**src/rtl/pc_fetch_ctrl.sv**
```systemverilog
// -----------------------------------------------------------------------------
// pc_fetch_ctrl
//   Owns the program counter and sequences the instruction-fetch handshake
//   between the core and instruction memory. At most one fetch is outstanding.
//   A redirect (branch/jump) replaces the PC, and the response of a fetch that
//   is already in flight is dropped. A delivered instruction is held while the
//   staller asserts stall_i.
//
// Ports
//   clk               clock, all state updates on the rising edge
//   rst               asynchronous, active-high reset
//   stall_i           downstream cannot accept the held instruction
//   redirect_valid_i  branch/jump taken this cycle
//   redirect_pc_i     redirect target (bits [1:0] forced to zero)
//   fetch_req_o       fetch request to instruction memory
//   fetch_addr_o      fetch address (always equals pc_o)
//   fetch_gnt_i       memory accepted the request (req & gnt = accept)
//   fetch_rvalid_i    response valid, one per accepted request
//   fetch_rdata_i     instruction data of the response
//   inst_valid_o      inst_o / inst_pc_o hold a valid instruction
//   inst_o            delivered instruction
//   inst_pc_o         address of inst_o
//   pc_o              address of the next instruction to fetch
// -----------------------------------------------------------------------------
module pc_fetch_ctrl #(
    parameter int unsigned            ADDR_WIDTH = 32,
    parameter int unsigned            INST_WIDTH = 32,
    parameter logic [ADDR_WIDTH-1:0]  RESET_PC   = '0
) (
    input  logic                  clk,
    input  logic                  rst,
    input  logic                  stall_i,
    input  logic                  redirect_valid_i,
    input  logic [ADDR_WIDTH-1:0] redirect_pc_i,
    output logic                  fetch_req_o,
    output logic [ADDR_WIDTH-1:0] fetch_addr_o,
    input  logic                  fetch_gnt_i,
    input  logic                  fetch_rvalid_i,
    input  logic [INST_WIDTH-1:0] fetch_rdata_i,
    output logic                  inst_valid_o,
    output logic [INST_WIDTH-1:0] inst_o,
    output logic [ADDR_WIDTH-1:0] inst_pc_o,
    output logic [ADDR_WIDTH-1:0] pc_o
);

    typedef enum logic [1:0] {
        IDLE  = 2'd0,
        REQ   = 2'd1,
        WAIT  = 2'd2,
        VALID = 2'd3
    } state_t;

    state_t                state_q, state_d;
    logic [ADDR_WIDTH-1:0] pc_q, pc_d;
    logic [INST_WIDTH-1:0] inst_q, inst_d;
    logic [ADDR_WIDTH-1:0] inst_pc_q, inst_pc_d;
    logic                  inst_valid_q, inst_valid_d;
    logic                  discard_q, discard_d;

    logic [ADDR_WIDTH-1:0] redirect_target;

    // Targets are word aligned; the low two bits of the request are dropped.
    assign redirect_target = {redirect_pc_i[ADDR_WIDTH-1:2], 2'b00};

    // NOTE: every register, including the instruction holding registers, has a
    // reset value so that the outputs are deterministic straight out of reset.
    // NOTE: sequential state uses non-blocking assignments so all registers
    // update together from the values computed in the combinational block.
    always_ff @(posedge clk or posedge rst) begin
        if (rst) begin
            state_q      <= IDLE;
            pc_q         <= RESET_PC;
            inst_q       <= '0;
            inst_pc_q    <= '0;
            inst_valid_q <= 1'b0;
            discard_q    <= 1'b0;
        end else begin
            state_q      <= state_d;
            pc_q         <= pc_d;
            inst_q       <= inst_d;
            inst_pc_q    <= inst_pc_d;
            inst_valid_q <= inst_valid_d;
            discard_q    <= discard_d;
        end
    end

    always_comb begin
        // NOTE: every signal gets a hold-value default first so that no path
        // through the case statement leaves it unassigned (no latches).
        state_d      = state_q;
        pc_d         = pc_q;
        inst_d       = inst_q;
        inst_pc_d    = inst_pc_q;
        inst_valid_d = inst_valid_q;
        discard_d    = discard_q;

        // A redirect overrides the sequential PC and invalidates the held
        // instruction in every state.
        if (redirect_valid_i) begin
            pc_d         = redirect_target;
            inst_valid_d = 1'b0;
        end

        unique case (state_q)
            IDLE: begin
                state_d = REQ;
            end

            REQ: begin
                if (fetch_gnt_i) begin
                    state_d = WAIT;
                    // The accepted fetch targets the old PC; drop its response.
                    if (redirect_valid_i) discard_d = 1'b1;
                end
            end

            WAIT: begin
                if (fetch_rvalid_i) begin
                    if (discard_q || redirect_valid_i) begin
                        // Stale response: drop it and fetch from the current PC.
                        discard_d = 1'b0;
                        state_d   = REQ;
                    end else begin
                        inst_d       = fetch_rdata_i;
                        inst_pc_d    = pc_q;
                        pc_d         = pc_q + ADDR_WIDTH'(4);
                        inst_valid_d = 1'b1;
                        state_d      = VALID;
                    end
                end else if (redirect_valid_i) begin
                    discard_d = 1'b1;
                end
            end

            VALID: begin
                if (redirect_valid_i || !stall_i) begin
                    inst_valid_d = 1'b0;
                    state_d      = REQ;
                end
            end

            default: state_d = IDLE;
        endcase
    end

    assign fetch_req_o  = (state_q == REQ);
    assign fetch_addr_o = pc_q;
    assign pc_o         = pc_q;
    assign inst_o       = inst_q;
    assign inst_pc_o    = inst_pc_q;
    assign inst_valid_o = inst_valid_q;

endmodule

```
**config.mk**
```make
export PLATFORM = sky130hd
export DESIGN_NAME = pc_fetch_ctrl
export DESIGN_NICKNAME = d
export VERILOG_FILES = /design/src/rtl/pc_fetch_ctrl.sv
export SDC_FILE = /design/constraint.sdc
export NUM_CORES = 1
export LEC_CHECK = 0
export ABC_AREA = 1
export ABC_CLOCK_PERIOD_IN_PS = 4019
export CAP_MARGIN = 20
export CORE_ASPECT_RATIO = 1.2
export CORE_MARGIN = 2
export CORE_UTILIZATION = 44
export DETAILED_ROUTE_END_ITERATION = 6
export GPL_TIMING_DRIVEN = 0
export HOLD_SLACK_MARGIN = 0.06
export PLACE_DENSITY = 0.93
export SETUP_SLACK_MARGIN = 0.1
export SYNTH_ARGS = -nofsm -noshare
export SYNTH_HDL_FRONTEND = slang
export SYNTH_SLANG_ARGS = --single-unit
export TNS_END_PERCENT = 5
```
**constraint.sdc**
```tcl
create_clock -name clk -period 4.02 [get_ports clk]
set_input_delay 0.603 -clock clk [delete_from_list [all_inputs] [get_ports clk]]
set_output_delay 0.603 -clock clk [all_outputs]
set_load 0.05 [all_outputs]
```
* After elaboration in Yosys (flattened, before gate mapping)
Index checks and enable logic that the tools add are counted.
Word-level totals: bits in registers 100, bits of input ports 70, output and inout port bits 130, word-level logic and storage cells 42
Operators by class: add/subtract/negate cells 1, equal/unequal tests 7, mux-type cells 19, bitwise gates (word level) 1, reductions and logical operators 8
Operator list (number):
- 32-bit 2-to-1 mux | 4
- 32-bit by 3-bit adder with 32-bit output (second input constant) | 1
- 3-bit AND reduction | 3
- 1-bit 2-to-1 mux | 8
- 2-bit 2-to-1 mux | 4
- 2-bit one-hot mux with 4 select lines | 1
- 2-bit == test (second input constant) | 2
- 2-bit inequality test (second input constant) | 2
- 1-bit one-hot mux with 2 select lines | 2
- 3-bit inequality test (second input constant) | 1
- 2-bit by 1-bit == test with 1-bit output (second input constant) | 1
- 2-bit zero test | 1
- 1-bit logical OR | 2
- 2-bit by 1-bit inequality test with 1-bit output (second input constant) | 1
- 2-bit nonzero test | 1
- 1-bit zero test | 1
- 1-bit NOT | 1

* Depth between registers and ports, before layout
depth after elaboration 4, gate-level depth with buffers 9, gate-level depth less buffers 9

* Worst setup path before layout
OpenSTA, ideal clock, no wires.
kind flip-flop to flip-flop, start register pc_q[2], in the netlist fetch_addr_o[2], end register pc_q[26], in the netlist fetch_addr_o[26], library setup time 0.127 ns, arrival 1.686 ns, data required time 3.893 ns, setup slack 2.207 ns, stages on the path, launching flop included 9, path buffers 0, clock period less this slack 1.813 ns, path through dfrtp_1 ha_1 nand2_2 nor2_2 nand2_2 nor2_4 nand2_1 o21ai_1 nand3_1
On the way: cells in the longest elaborated chain, start to end 4
RTL lines:
- start, declared | RTL line 54 | logic [ADDR_WIDTH-1:0] pc_q, pc_d;
- start signal, assigned | RTL line 79 | pc_q <= pc_d;
- 32-bit by 3-bit adder with 32-bit output | RTL line 126 | pc_d = pc_q + ADDR_WIDTH'(4);
- 32-bit 2-to-1 mux | RTL line 119 | if (discard_q || redirect_valid_i) begin
- 32-bit 2-to-1 mux | RTL line 118 | if (fetch_rvalid_i) begin
- 32-bit 2-to-1 mux | RTL line 104 | unique case (state_q)
- named net pc_d[26] | RTL line 54
The timed path passes the listed nets, and every way through them passes these cells. A chain may end at the register's enable or synchronous reset.

* Worst setup path in the final report
start register state_q[1], end output port fetch_req_o
On the way: cells in the longest elaborated chain, start to end 1
RTL lines:
- start, declared | RTL line 53 | state_t state_q, state_d;
- start signal, assigned | RTL line 78 | state_q <= state_d;
- 2-bit by 1-bit == test with 1-bit output | RTL line 146 | assign fetch_req_o = (state_q == REQ);
- end, declared | RTL line 35 | output logic fetch_req_o,
Every way passes these cells.

==> impl_metrics.csv <==
group,metric,value,unit
floorplanning,die_y,122,um
sta,hold_viol_final,0,
sta,timing.fmax,0.401,GHz
synth,synth_area_leaders,"dfrtp_1, nand2_1, buf_4",
placed_design,io_buffers,196,
routing,drc,0,
worst_setup_path,crit_required,3.42,ns
synth,postSynthAreaPerCell,7.90,um^2
clock_tree,post_cts_buffers,0,
global_route,grt_pass1_vias,4964,
power_and_ir_drop,ir_drop,0.000342,V
routing,ant_nets,0,
placed_design,hpwl,11800,um
worst_setup_path,crit_type,"reg2out",
sta,setup_viol,0,
clock_tree,ctsLongestPathBuffers,2,
synth,synth_edf_count,0,
floorplanning,coreArea,0.0115,mm^2
floorplanning,io_pins,200,
sta,finalCritPeriodShare,62.0,%
synth,synth_common_cells,"nand2_1, dfrtp_1, inv_1, nor2_1, nand3_1",
synth,ys_types,29,
clock_tree,cts_buffers,9,
layout,num-fill-cells,916,
routing,dr.pass1.iters,5,
routing,via_per_inst,5.04,
floorplanning,fp.dieArea,0.0126,mm^2
sta,fin_skew,0.00665,ns
placed_design,place_area,0.00733,mm^2
synth,synth_seq_cells,100,
clock_tree,clkTransAtPathRegs,0.07,ns
worst_setup_path,worstSetupStartpointType,"register",
clock_tree,h-tree-depth,3,
layout,antenna_cells,0,
global_route,grt_first_pass_wirelength,24600,um
clock_tree,cts_tree,"yes",
worst_setup_path,arrival,1.89,ns
global_route,antenna_found_initial,0,
floorplanning,placement_rows,43,
power_and_ir_drop,leakagePower,3.56,nW
sta,tightest_slew,0.595,ns
synth,synth-seq-area-share,48.7,%
sta,slew-limit-headroom,60.4,%
power_and_ir_drop,pwr_density_cell,556,mW/mm^2
sta,fin_crit,2.49,ns
layout,finalNetCount,933,
layout,syn2layout_area_growth,48.5,%
clock_tree,clk_latency,0.35,ns
clock_tree,cts_resized,0,
synth,synthArstFlopShare,100,%
sta,maxSlewViolCount,0,
global_route,grt_util_all_layers,25.3,%
routing,vias,5145,
sta,grt_setup_unrepaired,"false",
routing,drt_wl_total,15800,um
layout,final_cell_area,0.00763,mm^2
floorplanning,dieWidth,103,um
placed_design,place_congestion,0.967,
clock_tree,clock-sinks,100,
worst_setup_path,cp-end-kind,"primary output",
layout,drive_gt1_share,10.1,%
synth,synth_most_common_cell,"nand2_1",
sta,tns,0,ns
synth,dominantRegCellSynth,"dfrtp_1",
routing,drtIter0Drc,299,
synth,syn-instance-count,650,
synth,yosysTopAreaCell,"dfrtp_1",
floorplanning,start_util,44.8,%
synth,syn_nets,725,
global_route,grt_max_degree,56,
worst_setup_path,rrSetupSlack,2.23,ns
worst_setup_path,critPathMaxFanout,4,
global_route,overflow,0,
clock_tree,cts_root_buf,"clkbuf_16",
run_status,status,"completed",
synth,synth_warnings,0,
clock_tree,ctsHoldBuffers,0,
synth,syn_area,0.00514,mm^2
flow_run,maxCapViolations,0,
routing,wire_per_inst,15.5,um
min_path,min_path_type,"reg2reg",
synth,synth_top_area_share,48.7,%
routing by layer:
layer  wire length [um]  track usage [%]  vias to the layer above
li1                   -                -                     2468
met1               6310             31.9                     2394
met2               7770             41.3                      234
met3                985             3.53                       49
met4                723             15.1                        0
met5                  0                0                        -
worst paths after layout:
| path | from | end | depth (start not counted) |
|---|---|---|---|
| max | state_q[1] | fetch_req_o | 3 |
| min in group asynchronous | rst | inst_o[22] | 2 |
| min reg2reg | inst_o[7] | inst_o[7] | 2 |
| max in group asynchronous | rst | fetch_addr_o[9] | 3 |
| min | inst_o[7] | inst_o[7] | 2 |
| max reg2reg | fetch_addr_o[2] | fetch_addr_o[26] | 8 |
placed cells by master, fill, tap and decap left out, types with 2 or more instances in the layout:
cell type / instances
clkdlybuf4s50_1: 196
buf_2: 15
nand4_1: 8
ha_1: 5
o21ai_0: 33
buf_6: 3
nand2_2: 3
a21oi_1: 4
clkbuf_16: 9
clkbuf_1: 7
mux2i_1: 2
nor2_2: 4
inv_1: 48
or2_2: 2
dfrtp_1: 100
nor2_1: 40
o21a_1: 5
o211ai_1: 21
buf_4: 35
nand3_1: 39
inv_2: 2
nand2_1: 245
o21ai_1: 11
xor2_1: 5
nor2_4: 6
a31oi_1: 2
clkinvlp_4: 3
registers in the layout (all words and copies together) (netlist names):
signal and flops:
fetch_addr_o 32, discard_q 1, inst_pc_o 32, inst_valid_o 1, inst_o 32, state_q 2
layout make-up:
cell class                      instances  area, um^2  area share, %
Clock buffer                           11         243           3.18
Inverter                               51         194           2.54
Tap cell                              157         196           2.57
Timing Repair Buffer                  197        1990           26.1
Buffer                                 59         394           5.17
Sequential cell                       100        2500           32.8
Clock inverter                          5        61.3          0.804
Multi-Input combinational cell        440        2050           26.9
where the power goes:
part | internal [mW] | switching [mW]
clock | 0.501 | 0.386
sequential | 1.23 | 0.177
combinational | 0.659 | 1.29
logic make-up after synthesis:
family          after synthesis  synth area share [%]
compound gates               79                  9.18
xor+xnor                      5                 0.852
flops                       100                  48.7
fa+ha+maj                     5                  1.22
buf+inv                     110                  11.4
mux                           2                 0.390
simple gates                349                  28.3
critical path, cell delays in order (launching register included):
cell	delay (ns)
dfrtp_1	0.42
inv_1	0.09
ha_1	0.21
clkdlybuf4s50_1	0.82
through the flow:
| step | setup slack (ns) | utilization [%] | hold WS, ns | cells | power [mW] |
|---|---|---|---|---|---|
| floorplan | 0.798 | - | 0.502 | 650 | 2.67 |
| detailed placement | 1.86 | 63.9 | 0.458 | 1004 | 3.37 |
| global placement | -0.686 | 63.7 | 0.453 | 1003 | 3.33 |
| CTS | 1.51 | 66.6 | 0.474 | 1020 | 4.26 |
| finish | 1.53 | 66.6 | 0.469 | 1020 | 4.24 |
| global route | 1.46 | 66.6 | 0.497 | 1020 | 4.42 |
No activity file was read; power rests on OpenSTA's default activity.
